[src/rtl/seq_gen.sv]
// -----------------------------------------------------------------------------
// seq_gen -- serial bit-pattern transmitter
//
// Loads a W-bit pattern and shifts it out MSB-first on x_out, one bit per
// clock. The pattern is repeated a programmable number of times with GAP_CYC
// idle cycles between repeats. Intended to drive the serial input of the
// sequence detector for on-chip exercise of the detector path.
//
// Optional feature macro: SEQ_GEN_ABORT_EN
//   When defined, adds the `abort` input and the `aborted` output. An abort
//   seen in SEND or GAP drops the transfer next cycle and pulses `aborted`.
//
// Ports:
//   clk        in   1   system clock, all logic on posedge
//   rst        in   1   synchronous active-low reset
//   start      in   1   begin a transfer (only looked at in IDLE)
//   pat_in     in   W   pattern to send, bit W-1 first
//   reps       in   RW  number of transmissions, 0 behaves as 1
//   abort      in   1   (SEQ_GEN_ABORT_EN only) drop the current transfer
//   x_out      out  1   serial line, idles at 1
//   valid      out  1   x_out carries a pattern bit
//   busy       out  1   transfer in progress (through the DONE cycle)
//   done       out  1   one-cycle pulse after the last bit of the last repeat
//   aborted    out  1   (SEQ_GEN_ABORT_EN only) one-cycle pulse after abort
//   fsm_state  out  2   current FSM state (IDLE=0, SEND=1, GAP=2, DONE=3)
//
// Handshake: start is a level request; it is accepted on any posedge where the
// FSM is IDLE and start=1. There is no ready output: busy=0 means the next
// start will be taken. Starts while busy are dropped, never queued.
// -----------------------------------------------------------------------------
module seq_gen #(
    parameter int W       = 3,
    parameter int RW      = 4,
    parameter int GAP_CYC = 2
) (
    input  logic          clk,
    input  logic          rst,
    input  logic          start,
    input  logic [W-1:0]  pat_in,
    input  logic [RW-1:0] reps,
`ifdef SEQ_GEN_ABORT_EN
    input  logic          abort,
    output logic          aborted,
`endif
    output logic          x_out,
    output logic          valid,
    output logic          busy,
    output logic          done,
    output logic [1:0]    fsm_state
);

    localparam int BW = (W > 1) ? $clog2(W) : 1;
    localparam int GW = (GAP_CYC > 1) ? $clog2(GAP_CYC) : 1;

    typedef enum logic [1:0] {
        IDLE = 2'd0,
        SEND = 2'd1,
        GAP  = 2'd2,
        DONE = 2'd3
    } state_t;

    state_t        state;
    logic [W-1:0]  shift;     // shift[W-1] is the bit currently on x_out
    logic [W-1:0]  pat_lat;   // latched copy for reloading on each repeat
    logic [RW-1:0] rem;       // repeats still to finish, including current one
    logic [BW-1:0] bit_cnt;   // bits left after the one currently on x_out
    logic [GW-1:0] gap_cnt;   // gap cycles left after the current one
    logic          abort_req;

`ifdef SEQ_GEN_ABORT_EN
    assign abort_req = abort;
`else
    assign abort_req = 1'b0;
`endif

    assign fsm_state = state;

    always_ff @(posedge clk) begin
        if (!rst) begin
            state   <= IDLE;
            shift   <= '0;
            pat_lat <= '0;
            rem     <= '0;
            bit_cnt <= '0;
            gap_cnt <= '0;
            x_out   <= 1'b1;
            valid   <= 1'b0;
            busy    <= 1'b0;
            done    <= 1'b0;
`ifdef SEQ_GEN_ABORT_EN
            aborted <= 1'b0;
`endif
        end else begin
            done <= 1'b0;
`ifdef SEQ_GEN_ABORT_EN
            aborted <= 1'b0;
`endif
            case (state)
                IDLE: begin
                    x_out <= 1'b1;
                    valid <= 1'b0;
                    busy  <= 1'b0;
                    if (start) begin
                        shift   <= pat_in;
                        pat_lat <= pat_in;
                        rem     <= (reps == '0) ? RW'(1) : reps;
                        bit_cnt <= BW'(W - 1);
                        x_out   <= pat_in[W-1];
                        valid   <= 1'b1;
                        busy    <= 1'b1;
                        state   <= SEND;
                    end
                end

                SEND: begin
                    if (abort_req) begin
                        state <= IDLE;
                        x_out <= 1'b1;
                        valid <= 1'b0;
                        busy  <= 1'b0;
`ifdef SEQ_GEN_ABORT_EN
                        aborted <= 1'b1;
`endif
                    end else if (bit_cnt != '0) begin
                        shift   <= {shift[W-2:0], 1'b0};
                        x_out   <= shift[W-2];
                        bit_cnt <= bit_cnt - BW'(1);
                    end else begin
                        // Bit 0 is on the line now: this repeat is finished.
                        rem <= rem - RW'(1);
                        if (rem == RW'(1)) begin
                            state <= DONE;
                            x_out <= 1'b1;
                            valid <= 1'b0;
                            done  <= 1'b1;
                        end else if (GAP_CYC > 0) begin
                            state   <= GAP;
                            gap_cnt <= GW'(GAP_CYC - 1);
                            x_out   <= 1'b1;
                            valid   <= 1'b0;
                        end else begin
                            // No gap: restart the pattern with no bubble.
                            shift   <= pat_lat;
                            x_out   <= pat_lat[W-1];
                            bit_cnt <= BW'(W - 1);
                        end
                    end
                end

                GAP: begin
                    if (abort_req) begin
                        state <= IDLE;
                        x_out <= 1'b1;
                        valid <= 1'b0;
                        busy  <= 1'b0;
`ifdef SEQ_GEN_ABORT_EN
                        aborted <= 1'b1;
`endif
                    end else if (gap_cnt == '0) begin
                        shift   <= pat_lat;
                        x_out   <= pat_lat[W-1];
                        valid   <= 1'b1;
                        bit_cnt <= BW'(W - 1);
                        state   <= SEND;
                    end else begin
                        gap_cnt <= gap_cnt - GW'(1);
                    end
                end

                DONE: begin
                    state <= IDLE;
                    x_out <= 1'b1;
                    valid <= 1'b0;
                    busy  <= 1'b0;
                end

                default: begin
                    state <= IDLE;
                    x_out <= 1'b1;
                    valid <= 1'b0;
                    busy  <= 1'b0;
                end
            endcase
        end
    end

endmodule

[config.mk]
export PLATFORM = sky130hd
export DESIGN_NAME = seq_gen
export DESIGN_NICKNAME = d
export VERILOG_FILES = /design/src/rtl/seq_gen.sv
export SDC_FILE = /design/constraint.sdc
export NUM_CORES = 1
export LEC_CHECK = 0
export ABC_AREA = 1
export CAP_MARGIN = 5
export CORE_UTILIZATION = 57
export CTS_CLUSTER_SIZE = 25
export DETAILED_ROUTE_END_ITERATION = 7
export HOLD_SLACK_MARGIN = 0.05
export PLACE_DENSITY_LB_ADDON = 0.05
export SYNTH_ARGS = -nofsm -noshare
export SYNTH_HDL_FRONTEND = slang
export SYNTH_SLANG_ARGS = --single-unit
[constraint.sdc]
create_clock -name clk -period 2.2 [get_ports clk]
set_input_delay 0.44 -clock clk [delete_from_list [all_inputs] [get_ports clk]]
set_output_delay 0.44 -clock clk [all_outputs]
set_load 0.01 [all_outputs]
==> reports/metrics.cfg <==
[status]
status=finished, final reports clean

[clocking]
numCtsBuffers=3
insertion_delay_ns=0.30
cts_sinks=18
post_cts_resized=0
root_buffer=clkbuf_4
max-clock-path-buffers=2
post_cts_buffers=0
hold_buffers=0
clk_pin_slew_ns=0.09
tritoncts=yes
cts_max_level=1

[critical_path]
slowest_stage=clkdlybuf4s50_1
critPathLaunchType=flop
critical_path_class=flop to output port
critPathBufInv=1
crit_fanout=7
crit_required_ns=1.76
cp.arrival_ns=1.37
end_kind=output port
crit_family=buffers and inverters
cp_cell_sequence=clkdlybuf4s50_1
cpPeakStageDelay_ns=0.61

[yosys]
async_flop_share=0
synth_warnings=0
synthesis.area_um2=1090
synthFlopType=dfxtp_1
ys_ff_latch=18
avgSynthCellArea_um2=7.19
synth_cell_types=21
ys_seq_area_frac=0.330
synth_edf_count=0
netlist_instances=152
synthesis.nets=174

[route]
first_iter_violations=20
drt-pass1-iter-count=5
ant_nets=0
vias=1005
wl_mm=2.37
wl_per_cell_um=12.3
vias_per_cell=5.21
drc_errors=0

[floorplan]
die_w_um=45.8
initial_core_util=0.619
io_pins=16
core_area_um2=1760
die-area_um2=2100
die_y_um=45.8
row_count=15

[power]
p_per_area_nw_per_um2=1390
peakVddDrop_mv=0.703
leakage_nw=0.594

[run]
max_cap_viol_count=0

[global_route]
grt_pass1_vias=917
grt_use_total=0.264
antenna_found_initial=0
grt_overflow_total=0
grt_max_degree=16
grt_first_pass_wirelength_mm=3.88

[sta]
finClkSkew_ns=0.00905
finalHoldViolCount=0
maxSlewHeadroom=0.679
period_share=0.822
fin_crit_ns=1.81
fin_tns_setup_ns=0
timing.final.ws_setup_ns=0.391
tightest_slew_ns=0.481
fmax_mhz=553
setup_violations=0
rsz0062_at_grt=no
drv_slew=0

[finish]
multi_input_area_um2=644
final_common_cell=nand2_1
final_nets=192
drive_gt1_frac=0.0952
area_delta_synth_final_pct=17.2
diodes=0
mostFrequentLayoutCells=nand2_1 (27), nor2_1 (21), inv_1 (18), dfxtp_1 (18), clkdlybuf4s50_1 (15)
regArea_um2=360
fill_cells=156

[place]
dp_slack_ns=0.445
port-buffer-count=15
gp_congestion=0.909
place_hpwl_mm=1.89

[min_path]
hold_class=flop to flop

flip-flops by register name (all words and copies together) (netlist names):
name / flops
bit_cnt: 2
busy: 1
done: 1
fsm_state: 2
gap_cnt: 1
pat_lat: 3
rem: 4
shift: 2
valid: 1
x_out: 1
kinds of logic after synthesis:
family                     share of synthesized area
adders and majority gates                      0.137
and+or+nand+nor                                0.292
AOI/OAI and AO/OA                              0.160
buffers and inverters                         0.0802
DFF                                            0.330
routing by layer:
metal	up-vias	part of all wire	wire length (um)	track usage
met4	0	0.019	44	0.112
met1	456	0.43	1020	0.320
met5	-	0	0	0
met2	19	0.52	1230	0.463
met3	5	0.032	76	0.0357
li1	525	-	-	-
cell type report:
class,instances,area share
Sequential cell,18,0.282
Clock buffer,3,0.0176
Inverter,19,0.0557
Multi-Input combinational cell,113,0.503
Timing Repair Buffer,15,0.117
Tap cell,25,0.0244
cell usage after synthesis (2+ instances only):
| master | number | share of area |
|---|---|---|
| nor3_1 | 2 | 0.0092 |
| nand2_2 | 4 | 0.023 |
| inv_1 | 18 | 0.062 |
| a21oi_1 | 11 | 0.050 |
| ha_1 | 12 | 0.14 |
| o21ai_0 | 11 | 0.050 |
| nor2_2 | 3 | 0.017 |
| o21ai_1 | 6 | 0.027 |
| nand3_1 | 9 | 0.041 |
| nor2_1 | 21 | 0.072 |
| nand2_1 | 27 | 0.093 |
| a21oi_2 | 2 | 0.016 |
| dfxtp_1 | 18 | 0.33 |
metrics by stage:
stage               instance area [um2]  utilization  power, mW  std cells  hold WS (ns)
floorplan                          1090            -       1.35        152         0.431
global placement                   1260        0.713       1.58        190         0.441
detailed placement                 1260        0.713       1.62        190         0.448
CTS                                1280        0.726       1.79        193         0.466
global route                       1280        0.726       1.95        193         0.486
finish                             1280        0.726       1.78        193         0.467
path summary, 6_finish.rpt:
check                             startpoint  slack, ns  cells past startpoint           end
worst max-delay path            fsm_state[1]       0.39                      1  fsm_state[1]
worst max register to register  fsm_state[1]       0.43                      8      shift[0]
worst min-delay path                 gap_cnt       0.47                      2       gap_cnt
worst min register to register       gap_cnt       0.47                      2       gap_cnt
power by group:
| part | internal [mW] | switching [mW] | total, mW |
|---|---|---|---|
| clock network | 0.0639 | 0.0999 | 0.164 |
| logic | 0.420 | 0.642 | 1.06 |
| registers | 0.458 | 0.0976 | 0.555 |
Power figures use the tool's default switching activity.
